## src/rtl/sram_arbiter_if.sv

```systemverilog
// Bus bundle between N upstream masters, the arbiter and one synchronous SRAM port.
// The master side also plays the SRAM (drives s_data_r), which is how a bench or wrapper models the macro.
interface sram_arbiter_if #(
    parameter int N_CH   = 2,
    parameter int ADDR_W = 32,
    parameter int DATA_W = 32
);
    localparam int WB = DATA_W / 8;

    logic [N_CH-1:0]        m_en;
    logic [N_CH*WB-1:0]     m_we;
    logic [N_CH*ADDR_W-1:0] m_addr;
    logic [N_CH*DATA_W-1:0] m_data_w;
    logic [N_CH-1:0]        m_stall;
    logic [N_CH-1:0]        m_rvalid;
    logic [N_CH*DATA_W-1:0] m_data_r;
    logic                   s_en;
    logic [WB-1:0]          s_we;
    logic [ADDR_W-1:0]      s_addr;
    logic [DATA_W-1:0]      s_data_w;
    logic [DATA_W-1:0]      s_data_r;

    modport master (
        output m_en, m_we, m_addr, m_data_w, s_data_r,
        input  m_stall, m_rvalid, m_data_r, s_en, s_we, s_addr, s_data_w
    );

    modport slave (
        input  m_en, m_we, m_addr, m_data_w, s_data_r,
        output m_stall, m_rvalid, m_data_r, s_en, s_we, s_addr, s_data_w
    );
endinterface

```

## src/rtl/sram_arbiter.sv

```systemverilog
// Round-robin N-channel arbiter in front of one synchronous SRAM port with tagged read return.
// Optional SRAM_ARB_PERF_EN adds per-channel saturating stall counters (perf_stall, perf_clr).
module sram_arbiter #(
    parameter int N_CH   = 2,
    parameter int ADDR_W = 32,
    parameter int DATA_W = 32,
    parameter int RD_LAT = 1
) (
    input  logic               clk,
    input  logic               resetn,
    sram_arbiter_if.slave      bus
`ifdef SRAM_ARB_PERF_EN
    ,
    input  logic               perf_clr,
    output logic [N_CH*32-1:0] perf_stall
`endif
);
    localparam int WB   = DATA_W / 8;
    localparam int ID_W = (N_CH > 1) ? $clog2(N_CH) : 1;

    logic [ID_W-1:0]              ptr_r;
    logic                         gnt_vld_s;
    logic [ID_W-1:0]              gnt_id_s;
    logic [N_CH-1:0]              grant_s;
    logic [N_CH-1:0]              stall_s;
    logic                         rd_s;
    logic [RD_LAT-1:0]            tag_vld_r;
    logic [RD_LAT-1:0][ID_W-1:0]  tag_id_r;
    logic [N_CH-1:0]              rvalid_r;
    logic [N_CH*DATA_W-1:0]       data_r_r;

    // Pick the first requesting channel at or after ptr, wrapping modulo N_CH.
    always_comb begin
        int idx;
        idx       = 0;
        gnt_vld_s = 1'b0;
        gnt_id_s  = '0;
        for (int k = 0; k < N_CH; k++) begin
            idx = int'(ptr_r) + k;
            if (idx >= N_CH) begin
                idx = idx - N_CH;
            end else begin
                idx = idx;
            end
            if (!gnt_vld_s && bus.m_en[idx]) begin
                gnt_vld_s = 1'b1;
                gnt_id_s  = idx[ID_W-1:0];
            end else begin
                gnt_vld_s = gnt_vld_s;
            end
        end
    end

    // One-hot grant vector and stall for every requester that lost.
    always_comb begin
        grant_s = '0;
        for (int i = 0; i < N_CH; i++) begin
            grant_s[i] = gnt_vld_s && (gnt_id_s == ID_W'(i));
        end
        stall_s = bus.m_en & ~grant_s;
    end

    assign bus.m_stall = stall_s;

    // Mux the granted channel onto the SRAM pins; idle pins are driven to zero.
    always_comb begin
        if (gnt_vld_s) begin
            bus.s_en     = 1'b1;
            bus.s_we     = bus.m_we[int'(gnt_id_s)*WB +: WB];
            bus.s_addr   = bus.m_addr[int'(gnt_id_s)*ADDR_W +: ADDR_W];
            bus.s_data_w = bus.m_data_w[int'(gnt_id_s)*DATA_W +: DATA_W];
        end else begin
            bus.s_en     = 1'b0;
            bus.s_we     = '0;
            bus.s_addr   = '0;
            bus.s_data_w = '0;
        end
        rd_s = gnt_vld_s && (bus.s_we == '0);
    end

    // Round-robin pointer moves just past the winner; idle cycles keep it.
    always_ff @(posedge clk or negedge resetn) begin
        if (!resetn) begin
            ptr_r <= '0;
        end else if (gnt_vld_s) begin
            if (gnt_id_s == ID_W'(N_CH - 1)) begin
                ptr_r <= '0;
            end else begin
                ptr_r <= gnt_id_s + ID_W'(1);
            end
        end else begin
            ptr_r <= ptr_r;
        end
    end

    // Read tags travel alongside the SRAM latency so returns need no address compare.
    always_ff @(posedge clk or negedge resetn) begin
        if (!resetn) begin
            tag_vld_r <= '0;
            tag_id_r  <= '0;
        end else begin
            tag_vld_r[0] <= rd_s;
            tag_id_r[0]  <= gnt_id_s;
            for (int i = 1; i < RD_LAT; i++) begin
                tag_vld_r[i] <= tag_vld_r[i-1];
                tag_id_r[i]  <= tag_id_r[i-1];
            end
        end
    end

    // Capture SRAM data into the owning channel's slice and pulse its rvalid.
    always_ff @(posedge clk or negedge resetn) begin
        if (!resetn) begin
            rvalid_r <= '0;
            data_r_r <= '0;
        end else begin
            rvalid_r <= '0;
            if (tag_vld_r[RD_LAT-1]) begin
                rvalid_r[tag_id_r[RD_LAT-1]]                            <= 1'b1;
                data_r_r[int'(tag_id_r[RD_LAT-1])*DATA_W +: DATA_W] <= bus.s_data_r;
            end else begin
                data_r_r <= data_r_r;
            end
        end
    end

    assign bus.m_rvalid = rvalid_r;
    assign bus.m_data_r = data_r_r;

`ifdef SRAM_ARB_PERF_EN
    logic [N_CH-1:0][31:0] perf_cnt_r;

    // Saturating per-channel stall counters; perf_clr wins over increment.
    always_ff @(posedge clk or negedge resetn) begin
        if (!resetn) begin
            perf_cnt_r <= '0;
        end else begin
            for (int i = 0; i < N_CH; i++) begin
                if (perf_clr) begin
                    perf_cnt_r[i] <= 32'h0000_0000;
                end else if (stall_s[i] && (perf_cnt_r[i] != 32'hFFFF_FFFF)) begin
                    perf_cnt_r[i] <= perf_cnt_r[i] + 32'h0000_0001;
                end else begin
                    perf_cnt_r[i] <= perf_cnt_r[i];
                end
            end
        end
    end

    assign perf_stall = perf_cnt_r;
`endif
endmodule

```

## src/flat_wrapper.sv

```systemverilog
// flat-port wrapper written by rule: the top's interface ports become plain ports
module sram_arbiter_flat 
#(
    parameter int N_CH   = 2,
    parameter int ADDR_W = 32,
    parameter int DATA_W = 32,
    parameter int RD_LAT = 1
)
  (clk, resetn, bus_m_en, bus_m_we, bus_m_addr, bus_m_data_w, bus_s_data_r, bus_m_stall, bus_m_rvalid, bus_m_data_r, bus_s_en, bus_s_we, bus_s_addr, bus_s_data_w);
  sram_arbiter_if #(.N_CH(N_CH), .ADDR_W(ADDR_W), .DATA_W(DATA_W)) bus_i ();
  input  logic clk;
  input  logic resetn;
  input wire logic [$bits(bus_i.m_en)-1:0] bus_m_en;
  input wire logic [$bits(bus_i.m_we)-1:0] bus_m_we;
  input wire logic [$bits(bus_i.m_addr)-1:0] bus_m_addr;
  input wire logic [$bits(bus_i.m_data_w)-1:0] bus_m_data_w;
  input wire logic [$bits(bus_i.s_data_r)-1:0] bus_s_data_r;
  output wire logic [$bits(bus_i.m_stall)-1:0] bus_m_stall;
  output wire logic [$bits(bus_i.m_rvalid)-1:0] bus_m_rvalid;
  output wire logic [$bits(bus_i.m_data_r)-1:0] bus_m_data_r;
  output wire logic [$bits(bus_i.s_en)-1:0] bus_s_en;
  output wire logic [$bits(bus_i.s_we)-1:0] bus_s_we;
  output wire logic [$bits(bus_i.s_addr)-1:0] bus_s_addr;
  output wire logic [$bits(bus_i.s_data_w)-1:0] bus_s_data_w;
  assign bus_i.m_en = bus_m_en;
  assign bus_i.m_we = bus_m_we;
  assign bus_i.m_addr = bus_m_addr;
  assign bus_i.m_data_w = bus_m_data_w;
  assign bus_i.s_data_r = bus_s_data_r;
  assign bus_m_stall = bus_i.m_stall;
  assign bus_m_rvalid = bus_i.m_rvalid;
  assign bus_m_data_r = bus_i.m_data_r;
  assign bus_s_en = bus_i.s_en;
  assign bus_s_we = bus_i.s_we;
  assign bus_s_addr = bus_i.s_addr;
  assign bus_s_data_w = bus_i.s_data_w;
  sram_arbiter #(.N_CH(N_CH), .ADDR_W(ADDR_W), .DATA_W(DATA_W), .RD_LAT(RD_LAT)) u_core (.clk(clk), .resetn(resetn), .bus(bus_i));
endmodule
```

## config.mk

```make
export PLATFORM = sky130hd
export DESIGN_NAME = sram_arbiter_flat
export DESIGN_NICKNAME = d
export VERILOG_FILES = /design/src/rtl/sram_arbiter_if.sv /design/src/rtl/sram_arbiter.sv /design/src/flat_wrapper.sv
export SDC_FILE = /design/constraint.sdc
export NUM_CORES = 1
export LEC_CHECK = 0
export CAP_MARGIN = 20
export CELL_PAD_IN_SITES_DETAIL_PLACEMENT = 1
export CELL_PAD_IN_SITES_GLOBAL_PLACEMENT = 2
export CORE_MARGIN = 8
export CORE_UTILIZATION = 17
export CTS_CLUSTER_SIZE = 20
export DETAILED_ROUTE_END_ITERATION = 10
export GPL_TIMING_DRIVEN = 1
export PLACE_DENSITY_LB_ADDON = 0.25
export SYNTH_ARGS = -nofsm -noshare
export SYNTH_HDL_FRONTEND = slang
export SYNTH_SLANG_ARGS = --single-unit
```

## constraint.sdc

```tcl
create_clock -name clk -period 3.7 [get_ports clk]
set_input_delay 1.11 -clock clk [delete_from_list [all_inputs] [get_ports clk]]
set_output_delay 1.11 -clock clk [all_outputs]
set_load 0.01 [all_outputs]
```

Word level (Yosys, flattened, before mapping)
Cells that the tools add are included.
Widths: inputs -> output; s select.

operators by class
  muxes and demuxes = 21
  shift-type cells = 5
  reductions and logical operators = 7
  bitwise gates (word level) = 3
  add/subtract/negate cells = 5
  order comparisons = 6

operators by type and width
  kind                      count
  $mux 32                   4
  $shiftx 64x7->32          2
  $bwmux 64                 1
  $lt 32x3->1 const B       2
  $shift 32x33->64 const A  1
  $shiftx 32x33->64         1
  $neg 6->33                1
  $ge 32x3->1 const B       1
  $sub 32x3->32 const B     1
  $mux 1                    13
  $shiftx 8x4->4            1
  $logic_and 1x1->1         5
  $logic_not 4->1           1
  $mux 4                    1
  $sub 1x2->3 const B       1
  $add 1x1->2 const B       1
  $and 2x2->2               1
  $ge 1x2->1 const B        1
  $lt 1x2->1 const B        1
  $mux 2                    1
  $not 2->2                 1
  $add 1x1->1 const B       1
  $demux 1 s1               1
  $ge 1x1->1 const B        1
  2 further kinds           2

storage, ports and cells
  word-level logic and storage cells = 52
  input port bits = 172
  flip-flop bits (word level) = 69

Logic depth before layout (Yosys ltp)
  depth after elaboration = 13
  mapped depth = 7

Worst setup path after synthesis
Ideal clock, no wire load.

  kind = input-to-output
  start = input bus_m_en[0]
  end = output bus_s_addr[22]
  arrival = 1.975 ns
  buffers on the path = 1
  data required time = 2.590 ns
  path slack = 0.615 ns
  stages = 5
  path through = nor2_1 > inv_2 > clkbuf_1 > nand2_1 > o21ai_0

between the ends
  cells in the longest elaborated chain, start to end = 9

RTL lines
  what                                        line                RTL
  from (decl)                                 flat_wrapper.sv:13  input wire logic [$bits(bus_i.m_en)-1:0] bus_m_en;
  $mux 1 (implied by the code) (3 in series)  sram_arbiter.sv:45  if (!gnt_vld_s && bus.m_en[idx]) begin
  $mux 1                                      sram_arbiter.sv:45
  $logic_not 1->1                             sram_arbiter.sv:45
  $logic_and 1x1->1                           sram_arbiter.sv:45
  $mux 1                                      sram_arbiter.sv:45
  $shiftx 64x7->32                            sram_arbiter.sv:70  bus.s_addr = bus.m_addr[int'(gnt_id_s)*ADDR_W +: ADDR_W];
  $mux 32 *                                   sram_arbiter.sv:67  if (gnt_vld_s) begin
  to (decl)                                   flat_wrapper.sv:23  output wire logic [$bits(bus_i.s_addr)-1:0] bus_s_addr;

Mark *: on every way between the ends. The rest lies on a longest branch, timed or not. The select of a mux whose other input is x is not followed.

Final worst setup path
  start = input bus_m_en[0]
  end = output bus_s_addr[24]

Same word-level chain as after synthesis.

==> metrics.yaml <==
route:
  wirelength_um: 18500
  drtIter0Drc: 99
  detail_route.wl_per_cell_um: 19.3
  drc: 0
  drt_pre_antenna_iters: 4
  dr_total_vias: 3906
  viasPerCell: 4.07
  postRouteAntennaNets: 0
synth:
  yosys.area_share.simple_pct: 15.2
  synth_seq_cells: 69
  ys_types: 21
  synth_top_family_by_area: "multiplexers"
  ys.warnings.count: 0
  postSynthAreaPerCell_um2: 9.47
  synth.net_count: 542
  postSynthCellCount: 370
  syn_area_mm2: 0.00350
  synth-adder-area-share_pct: 0
  synth_xor_area_share_pct: 0
  synth_compound_area_share_pct: 10.5
  muxShareOfSynthArea_pct: 21.1
  ys_seq_area_share_pct: 49.3
critical_path:
  required_ns: 2.59
  startpoint: "bus_m_en[0]"
  r2r-end: "u_core.tag_vld_r"
  start_kind: "input port"
  worstPathMaxFanout: 18
  cp_top_family: "buffers and inverters"
  cp_num_buf_inv: 5
  reg2reg_slack_ns: 1.91
  max_stage_delay_ns: 0.29
  arrival_ns: 2.40
  worstSetupPathType: "in -> out"
  end_kind: "output pin"
  reg2reg_depth: 7
  cp_slowest_cell: "bufbuf_16"
  crit_chain: "clkbuf_2, nor2_1, inv_2, buf_4, bufbuf_16, nand2_1, o21ai_0, clkdlybuf4s15_2"
  r2r_start: "u_core.ptr_r"
die:
  initial_core_util_pct: 17.3
  die_y_um: 160
  rows: 52
  die_area_mm2: 0.0255
  die_w_um: 160
  core_region_area_mm2: 0.0202
  io_pins: 309
placement:
  dp_hpwl_um: 15600
  dpl.cell_count: 940
  pre_cts_ws_ns: -0.444
  gp_congestion: 0.792
  io_buffers: 308
timing:
  finalSetupViolCount: 0
  fin_tns_setup_ns: 0
  period_share_pct: 94.8
  slew_violations: 0
  finClkSkew_ns: 0.0114
  grt_setup_unrepaired: "no"
  timing.final.ws_setup_ns: 0.191
  period_needed_ns: 3.51
  max_freq_ghz: 0.285
  hold_viol: 0
  holdWs_ns: 0.505
  worst_slew_pin_slew_ns: 0.902
  relSlewSlack_pct: 39.9
layout:
  drive_gt1_share_pct: 18.0
  final_cell_mix: "clkdlybuf4s50_1, nand2_1, dfrtp_1, mux2_2, o21ai_0"
  fin_cells: 960
  fin_nets: 857
  antenna_cells: 0
  final_common_cell: "clkdlybuf4s50_1"
  area_delta_synth_final_pct: 109
cts:
  htree_levels: 3
  clk_pin_slew_worst_paths_ns: 0.06
  cts_buffer_depth: 2
  numCtsBuffers: 9
  cts_sinks: 69
  cts_root_buffer: "clkbuf_16"
  clk_latency_ns: 0.32
  cts_tree: "done"
min_path:
  holdPathStages: 1
  hp-class: "reg -> reg"
  hold_start: "u_core.bus.m_data_r[56]"
  min_to: "u_core.bus.m_data_r[56]"
power_and_ir_drop:
  p_leak_uw: 0.00319
  power_uw: 3740
  p_per_area_mw_per_mm2: 511
  ir_drop_mv: 0.209
global_route:
  grt_max_degree: 39
  grt_usage_pct: 14.1
  grt_pass1_vias: 4469
  antenna_found_initial: 0
  grt_pass1_wl_um: 27600
  gr-total-overflow: 0
flow_run:
  drv_cap: 0
outcome:
  status: "completed"
-- timing repair --
action / CTS / global route
endpoints found under the setup margin: 69 / 35
buffers inserted: 3 / 0
gates cloned: 1 / 0
pin swaps: 0 / 0
gates resized for setup: 114 / 9
hold buffers: 0 / 0
-- routing by layer --
layer,GRT usage (%),routed length (um),vias up
met5,0,0,-
met4,2.53,125,0
met3,6.85,2150,4
met2,26.3,9630,200
met1,13.8,6590,1830
li1,-,-,1872
-- cell type report --
class                           count  area (um2)
Clock buffer                       12         256
Clock inverter                      4        56.3
Fill cell                        2306       12900
Inverter                            3        11.3
Multi-Input combinational cell    271        1640
Sequential cell                    69        1730
Tap cell                          270         338
Timing Repair Buffer              331        3290
-- worst max path at each step --
| stage | to | slack (ns) | depth (start not counted) |
|---|---|---|---|
| floorplan | bus_s_addr[22] | 0.62 | 5 |
| global placement | bus_s_data_w[7] | -0.38 | 6 |
| detailed placement | bus_s_data_w[7] | -0.44 | 6 |
| CTS | bus_s_addr[24] | 0.008 | 8 |
| global route | bus_s_addr[15] | 0.12 | 8 |
| finish | bus_s_addr[24] | 0.19 | 8 |
-- registers in the layout, indices dropped and copies added (netlist names) --
name,cells
u_core.bus.m_data_r,64
u_core.tag_vld_r,1
u_core.tag_id_r,1
u_core.ptr_r,1
u_core.bus.m_rvalid,2
-- Yosys cell counts --
master      n  area share [%]
a21oi_1     1            0.14
a32o_1      1            0.29
nand2b_1    2            0.36
clkbuf_1   16             1.7
buf_6       1            0.32
buf_2       9             1.3
inv_1       2            0.21
nor2_1      5            0.54
nand2_1   126              13
a221o_1     1            0.29
o21ai_0    62             8.9
a21boi_1    1            0.21
mux2i_1     2            0.57
mux2_2     64              21
dfrtp_1    69              49
nor4_2      1            0.36
buf_4       1            0.21
and2_4      1            0.25
and3_1      1            0.18
a22o_1      3            0.75
inv_2       1            0.11
-- stage by stage --
stage | util, % | instance area [um2]
final | 36.2 | 7320
after global routing | 36.2 | 7320
after CTS | 36.3 | 7340
after detailed placement | 34.7 | 7020
after global placement | 34.7 | 7020
after floorplan | - | 3500
-- cell families (layout without fill, tap and decap cells) --
kind of cell	count (synthesis)	in the layout
muxes	66	66
AOI/OAI and AO/OA	69	69
buffers and inverters	30	350
and+or+nand+nor	136	136
DFF	69	69
-- power breakdown --
group | total (uW) | switching, uW | leakage (uW) | internal (uW)
clock network | 871 | 309 | 0.000153 | 562
registers | 1200 | 149 | 0.000810 | 1050
logic | 1670 | 641 | 0.00222 | 1020
(Power assumes the default switching activity.)
